**src/rtl/audio_frame_sequencer.sv**
```systemverilog
// -----------------------------------------------------------------------------
// audio_frame_sequencer
//   Builds 18-bit audio samples from 3-byte UART frames, queues them in a small
//   FIFO and plays one sample to the DAC per sample-rate tick.
//
//   Frame layout: byte0 = sample[7:0], byte1 = sample[15:8],
//                 byte2 = sample[17:16] in bits [1:0]; bits [7:2] must be zero.
//
// Ports:
//   CLK_IN        sole clock, rising edge
//   RST_IN        asynchronous active-high reset
//   RX_DATA_i     received UART byte
//   RX_VALID_i    one-cycle strobe qualifying RX_DATA_i
//   DAC_READY_i   DAC can accept a load this cycle
//   DAC_DATA_o    current DAC sample (held between loads)
//   DAC_LOAD_o    one-cycle load strobe
//   FIFO_LEVEL_o  number of stored samples (0..FIFO_DEPTH)
//   FRAME_ERR_o   one-cycle pulse when a frame is discarded
//   UNDERRUN_o    sticky: a tick found the FIFO empty
//   OVERRUN_o     sticky: a complete frame was dropped on a full FIFO
//
// Build option:
//   SEQ_TIMEOUT_EN  when defined, a gap of TIMEOUT_CYCLES cycles inside a frame
//                   abandons the partial frame and pulses FRAME_ERR_o.
// -----------------------------------------------------------------------------
module audio_frame_sequencer #(
   parameter int CLK_FREQ       = 12_000_000,
   parameter int SAMPLE_RATE    = 44_100,
   parameter int FIFO_DEPTH     = 8,
   parameter int TIMEOUT_CYCLES = 4096
) (
   input  logic        CLK_IN,
   input  logic        RST_IN,
   input  logic [7:0]  RX_DATA_i,
   input  logic        RX_VALID_i,
   input  logic        DAC_READY_i,
   output logic [17:0] DAC_DATA_o,
   output logic        DAC_LOAD_o,
   output logic [4:0]  FIFO_LEVEL_o,
   output logic        FRAME_ERR_o,
   output logic        UNDERRUN_o,
   output logic        OVERRUN_o
);

   localparam int DIV = CLK_FREQ / SAMPLE_RATE;
   localparam int CW  = (DIV > 1) ? $clog2(DIV) : 1;
   localparam int AW  = $clog2(FIFO_DEPTH);

   if (FIFO_DEPTH < 2 || FIFO_DEPTH > 16 || (FIFO_DEPTH & (FIFO_DEPTH - 1)) != 0 ||
       TIMEOUT_CYCLES < 1 || DIV < 1) begin : g_bad_param
      $error("audio_frame_sequencer: illegal parameter set");
   end

   typedef enum logic [1:0] {BYTE0, BYTE1, BYTE2} state_e;

   state_e      state_q, state_d;
   logic [7:0]  b0_q, b0_d, b1_q, b1_d;
   logic        push_q, push_d;
   logic [17:0] push_data_q, push_data_d;
   logic        ferr_q, ferr_d;
   logic        tmo;

   // ---------------- inter-byte gap timeout ----------------
`ifdef SEQ_TIMEOUT_EN
   localparam int GW = $clog2(TIMEOUT_CYCLES + 1);
   logic [GW-1:0] gap_q;

   // gap_q counts idle cycles since the last byte while a frame is open
   always_ff @(posedge CLK_IN or posedge RST_IN) begin
      if (RST_IN)                           gap_q <= '0;
      else if (RX_VALID_i || state_q == BYTE0) gap_q <= '0;
      else                                  gap_q <= gap_q + 1'b1;
   end

   // fires on the TIMEOUT_CYCLES-th consecutive idle cycle
   assign tmo = (state_q != BYTE0) && !RX_VALID_i && (gap_q == GW'(TIMEOUT_CYCLES - 1));
`else
   assign tmo = 1'b0;
`endif

   // ---------------- frame assembler ----------------
   always_ff @(posedge CLK_IN or posedge RST_IN) begin
      if (RST_IN) begin
         state_q     <= BYTE0;
         b0_q        <= '0;
         b1_q        <= '0;
         push_q      <= 1'b0;
         push_data_q <= '0;
         ferr_q      <= 1'b0;
      end else begin
         state_q     <= state_d;
         b0_q        <= b0_d;
         b1_q        <= b1_d;
         push_q      <= push_d;
         push_data_q <= push_data_d;
         ferr_q      <= ferr_d;
      end
   end

   always_comb begin
      state_d     = state_q;
      b0_d        = b0_q;
      b1_d        = b1_q;
      push_d      = 1'b0;
      push_data_d = push_data_q;
      ferr_d      = 1'b0;
      if (RX_VALID_i) begin
         case (state_q)
            BYTE0: begin b0_d = RX_DATA_i; state_d = BYTE1; end
            BYTE1: begin b1_d = RX_DATA_i; state_d = BYTE2; end
            BYTE2: begin
               state_d = BYTE0;
               if (RX_DATA_i[7:2] != 6'd0) ferr_d = 1'b1;
               else begin
                  push_d      = 1'b1;
                  push_data_d = {RX_DATA_i[1:0], b1_q, b0_q};
               end
            end
            default: state_d = BYTE0;
         endcase
      end else if (tmo) begin
         state_d = BYTE0;
         ferr_d  = 1'b1;
      end
   end

   // ---------------- tick, FIFO and DAC side ----------------
   logic [CW-1:0] cnt_q;
   logic [AW-1:0] wr_q, rd_q;
   logic [4:0]    level_q;
   logic [17:0]   mem_q [FIFO_DEPTH];
   logic          tick, pop, push_ok;

   assign tick = (cnt_q == CW'(DIV - 1));
   // pop decision uses the pre-push level, so a sample is never popped in its push cycle
   assign pop     = tick && DAC_READY_i && (level_q != 5'd0);
   assign push_ok = push_q && ((level_q != 5'(FIFO_DEPTH)) || pop);

   always_ff @(posedge CLK_IN or posedge RST_IN) begin
      if (RST_IN) begin
         cnt_q      <= '0;
         wr_q       <= '0;
         rd_q       <= '0;
         level_q    <= '0;
         DAC_DATA_o <= '0;
         DAC_LOAD_o <= 1'b0;
         UNDERRUN_o <= 1'b0;
         OVERRUN_o  <= 1'b0;
      end else begin
         cnt_q      <= tick ? '0 : cnt_q + 1'b1;
         DAC_LOAD_o <= pop;
         if (pop) begin
            DAC_DATA_o <= mem_q[rd_q];
            rd_q       <= rd_q + 1'b1;
         end
         if (push_ok)             wr_q       <= wr_q + 1'b1;
         if (push_q && !push_ok)  OVERRUN_o  <= 1'b1;
         if (tick && DAC_READY_i && level_q == 5'd0) UNDERRUN_o <= 1'b1;
         case ({push_ok, pop})
            2'b10:   level_q <= level_q + 1'b1;
            2'b01:   level_q <= level_q - 1'b1;
            default: level_q <= level_q;
         endcase
      end
   end

   // sample storage needs no reset; pointers define what is valid
   always_ff @(posedge CLK_IN) begin
      if (push_ok) mem_q[wr_q] <= push_data_q;
   end

   assign FIFO_LEVEL_o = level_q;
   assign FRAME_ERR_o  = ferr_q;

endmodule

```
**config.mk**
```make
export PLATFORM = sky130hd
export DESIGN_NAME = audio_frame_sequencer
export DESIGN_NICKNAME = d
export VERILOG_FILES = /design/src/rtl/audio_frame_sequencer.sv
export SDC_FILE = /design/constraint.sdc
export NUM_CORES = 1
export LEC_CHECK = 0
export CORE_MARGIN = 8
export CORE_UTILIZATION = 50
export CTS_CLUSTER_DIAMETER = 100
export DETAILED_ROUTE_END_ITERATION = 7
export PLACE_DENSITY = 0.75
export SYNTH_ARGS = -nofsm -noshare
export SYNTH_HDL_FRONTEND = slang
export SYNTH_SLANG_ARGS = --single-unit
```
**constraint.sdc**
```tcl
create_clock -name CLK_IN -period 9.3 [get_ports CLK_IN]
set_input_delay 0.93 -clock CLK_IN [delete_from_list [all_inputs] [get_ports CLK_IN]]
set_output_delay 0.93 -clock CLK_IN [all_outputs]
set_load 0.01 [all_outputs]
```
---- Word level (Yosys, flattened, before mapping) ----
Memory sizes are Yosys's and may differ from the RTL's. A register that Yosys moved wholly into a read port is not among the register bits.
Index checks and enable logic that the tools add are counted.
operators by class
  $add $sub $neg .......................... 5
  equal/unequal tests ..................... 6
  reductions and logical operators ........ 15
  bitwise logic cells ..................... 1
  muxes and demuxes ....................... 11
operator list
  cell                                                                     count
  5-bit case mux with 2 select lines                                       1
  9-bit by 1-bit adder with 9-bit output, second input constant            1
  9-bit == test, second input constant                                     1
  9-bit two-way mux                                                        1
  1-bit two-way mux                                                        8
  3-bit by 1-bit adder with 3-bit output, second input constant            2
  6-bit nonzero test                                                       1
  5-bit by 1-bit adder with 5-bit output, second input constant            1
  1-bit logical AND                                                        5
  5-bit logical NOT                                                        1
  5-bit by 4-bit inequality test with 1-bit output, second input constant  1
  5-bit nonzero test                                                       1
  5-bit by 1-bit subtractor with 5-bit output, second input constant       1
  2-bit by 1-bit == test with 1-bit output, second input constant          2
  2-bit == test, second input constant                                     2
  2-bit case mux with 2 select lines                                       1
  2-bit AND reduction                                                      2
  3-bit AND reduction                                                      1
  2-bit logical NOT                                                        1
  2-bit nonzero test                                                       1
  1-bit logical NOT                                                        1
  1-bit logical OR                                                         1
  1-bit NOT                                                                1
word-level totals
  register bits ........................... 61
  logic and storage cells ................. 52
  input bits .............................. 12
  memories kept ........................... 1
  RAM bits ................................ 144
memory list
  memory  words  bits a word  rd ports  clocked after memory_dff  write ports  RTL line  text
  mem_q   8      18           1         1                         1            131       logic [17:0] mem_q [FIFO_DEPTH];

---- Depth between registers and ports, before layout ----
  depth in word-level cells ............... 7
  gate-level depth with buffers ........... 11
  mapped depth without buffers ............ 9

---- Least setup slack after synthesis ----
OpenSTA, ideal clock, no wires.
  path type ............................... reg2reg
  from .................................... register cnt_q[0]
  to ...................................... memory mem_q[0][0], enable pin
  path slack .............................. 5695 ps
  required time ........................... 8861 ps
  stages on the path, launching flop included .. 8
  data arrival time ....................... 3166 ps
  setup time .............................. 439 ps
  cell sequence ........................... dfrtp_1 ha_1 and4b_1 clkbuf_1 and3_1 buf_2 o21ai_2 nor4_1
between the ends
  word-level cells in the longest chain between the ends .. 7
ends and longest elaborated chain
  what                                     RTL line  text
  start: declaration                       128       logic [CW-1:0] cnt_q;
  start signal: assignment                 150       cnt_q <= tick ? '0 : cnt_q + 1'b1;
  9-bit == test                            134       assign tick = (cnt_q == CW'(DIV - 1));
  1-bit logical AND (2 in a row)           136       assign pop = tick && DAC_READY_i && (level_q != 5'd0);
  1-bit logical OR                         137       assign push_ok = push_q && ((level_q != 5'(FIFO_DEPTH)) || pop);
  1-bit logical AND                        137
  1-bit two-way mux                        169       if (push_ok) mem_q[wr_q] <= push_data_q;
  1-bit two-way mux (implied by the code)  169
  end: declaration                         131
No other way between the ends.

---- Worst setup path after layout ----
  from .................................... register level_q[1] (netlist: FIFO_LEVEL_o[1])
  to ...................................... register level_q[3] (netlist: FIFO_LEVEL_o[3])
between the ends
  word-level cells in the longest chain between the ends .. 6
ends and longest elaborated chain
  what                                                                              RTL line  text
  start: declaration                                                                130       logic [4:0] level_q;
  start signal: assignment                                                          160       2'b10: level_q <= level_q + 1'b1;
  start signal: assignment                                                          161       2'b01: level_q <= level_q - 1'b1;
  start signal: assignment                                                          162       default: level_q <= level_q;
  5-bit nonzero test                                                                136
  1-bit logical AND                                                                 136
  1-bit logical OR                                                                  137
  1-bit logical AND                                                                 137
  2-bit by 1-bit == test with 1-bit output / 2-bit == test (equally long branches)  159       case ({push_ok, pop})
  5-bit case mux with 2 select lines / 2-bit nonzero test (equally long branches)   --
Several ways; a longest one is shown, not always the timed one.
A chain may end at the register's enable or synchronous reset.

==> flow_results.org <==
** Run status
- The flow ran to the end, and the final reports show no timing, DRC or antenna violations.

** Setup path
- End of the worst register-to-register path :: FIFO_LEVEL_o[3]$_DFFE_PP0P_
- By startpoint and endpoint, the worst setup path is classified as flip-flop to flip-flop.
- Arrival time of data at the critical path endpoint :: roughly 3600 ps
- Along the worst path, the maximum fanout reaches 43.
- Worst endpoint required time :: ~9700 ps
- Kind of start point of the critical path :: flip-flop
- Kind of capture point of the worst setup path :: flip-flop
- RR Startpoint :: FIFO_LEVEL_o[1]$_DFFE_PP0P_
- Worst reg2reg path depth :: 9
- In this run the register-to-register setup slack is about 6000 ps.

** Clocking
- TritonCTS built the clock tree.
- No sink is reached through more buffers than the 3 on the longest clock path.
- Clock tree synthesis found a total of about 220 sinks.
- At the later pin of the worst-skew pair, clock insertion delay measures ~500 ps.
- Clock Root Buffer :: clkbuf_16
- Post-CTS resize count :: 0
- Hold repair after CTS inserted 0 buffers.
- # H-tree levels :: 1
- After clock tree synthesis, the clock-pin slew on the worst setup and hold paths is approximately 60 ps.
- After clock tree synthesis, the setup repair step added 0 buffers.
- In this run, CTS created clock tree buffers numbering 23.

** Power
- The analysis attributes to cell leakage a power of roughly 3.7 nW.
- Per report_power, the sequential group accounts for 53.4% of the total.
- Per report_power, the combinational group accounts for 4.2% of the total.
- The worst-case IR drop observed on VDD is ~0.00016 V.
- Switching pwr :: between 0.4 and 0.5 mW
- Relative contribution of the clock network to total power :: 42.4%
- Net switching share of the total power :: 20.5%
- Internal power of the cells :: ~1.7 mW
- Power per standard cell area :: approximately 210 nW/um2
- After layout, the design draws a total of 2.17 mW.

** Global route
- In this run the most used layer during global routing was met2.
- For met1 alone, demand over resource in global routing was between 20% and 30%.
- Across every metal layer, demand over resource in global routing totals between 10% and 20%.
- Global routing used roughly 25% of the available met2 tracks.
- Aggregate global routing overflow :: 0
- Maximum number of pins on one net before global-route repair :: 80
- Number of antenna violations at the first check in global routing :: 0
- GR Layer Usage met3 :: under 10%
- The via count of the first global-routing pass came to 4697.
- The first global-routing pass estimated ~26000 um of wire.

** Drt
- Detailed routing inserted a total of between 4000 and 5000 vias.
- Average wire length per cell after detail routing :: around 21 um
- First-pass iteration count of the detailed router :: 4
- Mean number of vias per cell :: ~5.7
- In this run the remaining antenna-violating nets after routing total 0.
- The routed design has 16000 um of wire.
- In the routed design, unresolved DRC markers number 0.
- DR iter-0 viols :: approximately 370

** Timing
- Slew HR :: between 20% and 30%
- Setup repair after global routing left no endpoint under its margin.
- Final hold vios :: 0
- Post-route clock period utilization :: a little over a third
- Setup total negative slack on the finished layout was measured at 0 ps.
- Clock period minus final worst setup slack :: around 3300 ps
- Static timing analysis puts the maximum clock frequency at approximately 0.31 GHz.
- # setup viols final :: 0
- Worst slew pin tran :: 1120 ps
- Hold Worst Slack :: around 470 ps
- The count of final max-slew check failures came to 0.
- Post-route clock skew :: roughly 15 ps

** Floorplanning
- The die is 148 um tall.
- The floorplan has between 40 and 50 rows.
- The floorplan step defined a core boundary enclosing about 17000 um2.
- The die covers 21900 um2.
- In this run the horizontal extent of the chip is 148 um.
- Initial core utilization :: between 50 and 60%
- Num ports :: 39

** Synth
- Portion of synthesized cell area occupied by the leading cell type :: between 40% and 50%
- Unique cell type count in the Yosys netlist :: 43
- Net count after synthesis :: a little under 500
- The synthesized design contains approximately 140 enable-type register cells.
- Most frequent cells after synthesis :: edfxtp_1, dfrtp_1, mux4_2
- During synthesis, Yosys emitted a total of 0 warnings.
- The cell area that synthesis handed to floorplanning was about 8700 um2.
- Synthesis inferred 223 register bits.
- Post-Syn Instances :: ~480
- Proportion of synthesized chip area in sequential cells :: 72.3%
- After synthesis, the mean cell area works out to 18.3 um2.
- Most used DFF post-synth :: edfxtp_1
- Fraction of registers with async set or reset after synthesis :: 35.4%
- Dominant cell type by area after synthesis :: edfxtp_1
- Cell types with the largest area share after synthesis :: edfxtp_1, dfrtp_1, mux4_2
- Top-count cell post-synth :: edfxtp_1

** Placement
- Sum of net half-perimeters after detailed placement :: 9720 um
- At the end of routability-driven placement, the weighted congestion stood at roughly 0.77.
- Port buffer count :: 38

** Min path
- The worst hold path begins at DAC_DATA_o[0]$_DFFE_PP0N_.
- The worst hold path terminates at DAC_DATA_o[0]$_DFFE_PP0N_.
- Type of the worst min-delay path :: flip-flop to flip-flop
- The worst hold path was traced through 2 stages.

** Final layout
- Fraction of layout cells with a size suffix above 1 :: 23.4%
- The number of antenna diodes in the final layout is 0.
- Synthesis-to-layout area growth :: 16.7%
- At the end of the flow, the number of nets in the layout was 544.
- For this run, the share of the core covered by cells in the final layout is approximately three fifths.

** Job
- Maxcap violations :: 0
==> how the worst max path moves through the flow <==
stage                     cells after the start                          end                   startpoint  slack [ps]
after floorplan                               7        mem_q[0][0]$_DFFE_PP_           cnt_q[0]$_DFF_PP0_        5700
after global placement                        5   push_data_q[1]$_DFFE_PP0P_                 RX_DATA_i[4]        5690
after detailed placement                      5   push_data_q[2]$_DFFE_PP0P_                 RX_DATA_i[4]        5610
after CTS                                     9  FIFO_LEVEL_o[3]$_DFFE_PP0P_  FIFO_LEVEL_o[1]$_DFFE_PP0P_        6020
after global routing                          9  FIFO_LEVEL_o[3]$_DFFE_PP0P_  FIFO_LEVEL_o[1]$_DFFE_PP0P_        5790
final                                         9  FIFO_LEVEL_o[3]$_DFFE_PP0P_  FIFO_LEVEL_o[1]$_DFFE_PP0P_        6040
==> kinds of logic after synthesis <==
| group | after synthesis | synth area share [%] |
|---|---|---|
| muxes | 92 | 16.3 |
| AOI/OAI and AO/OA | 47 | 3.40 |
| DFF | 223 | 72.3 |
| xor gates and xnor gates | 11 | 1.11 |
| and+or+nand+nor | 67 | 4.35 |
| adders and majority gates | 7 | 1.09 |
| buffers and inverters | 29 | 1.45 |
==> placed cells by master (no fill, tap or decap), types with 8 or more instances in the layout <==
master	Yosys	routed
dfrtp_1	79	77
clkdlybuf4s50_1	0	38
o21ai_0	21	21
mux2i_1	19	19
nand2_1	23	23
buf_4	1	8
edfxtp_1	144	144
clkinv_2	0	9
clkbuf_16	0	23
mux4_2	36	36
mux2_2	31	31
==> power by group through the flow <==
stage	clock, mW	sequential [mW]	combinational [mW]
after floorplan	0	1.16	0.0675
after global placement	0	1.18	0.0878
after detailed placement	0	1.18	0.0914
after CTS	0.937	1.16	0.0926
after global routing	0.975	1.17	0.102
final	0.921	1.16	0.0909
==> sequential cells by signal, indices dropped and copies added (netlist names), 2 cells and up <==
register / count
push_data_q: 18
DAC_DATA_o: 18
rd_q: 3
mem_q: 144
state_q: 2
b0_q: 8
FIFO_LEVEL_o: 5
b1_q: 8
wr_q: 3
cnt_q: 9
==> stage by stage <==
step / cell area [um2] / setup WS, ps / cells
floorplan: 8710 / 5700 / 476
global placement: 9400 / 5690 / 725
detailed placement: 9400 / 5610 / 725
CTS: 10200 / 6020 / 767
global route: 10200 / 5790 / 767
finish: 10200 / 6040 / 767
==> worst max-delay path, stage by stage (launching register included) <==
cell	delay (ps)
dfrtp_1	450
or4_1	680
o2111ai_4	220
buf_4	400
nor2_1	180
ha_1	370
and3_1	190
or3_1	370
a22oi_1	190
a211oi_1	70
==> layout make-up <==
class	instances	area [um2]
Inverter	7	27.5
Multi-Input combinational cell	224	2350
Tap cell	225	282
Sequential cell	223	6300
Fill cell	1293	7010
Clock inverter	14	146
Timing Repair Buffer	46	440
Clock buffer	28	624
==> metal layers <==
layer	vias up	wire (um)	share of wire [%]
met5	-	0	0
met4	0	265	1.7
met3	25	911	5.7
met2	116	8100	51
met1	2284	6700	42
li1	1967	-	-
Power figures use the tool's default switching activity.
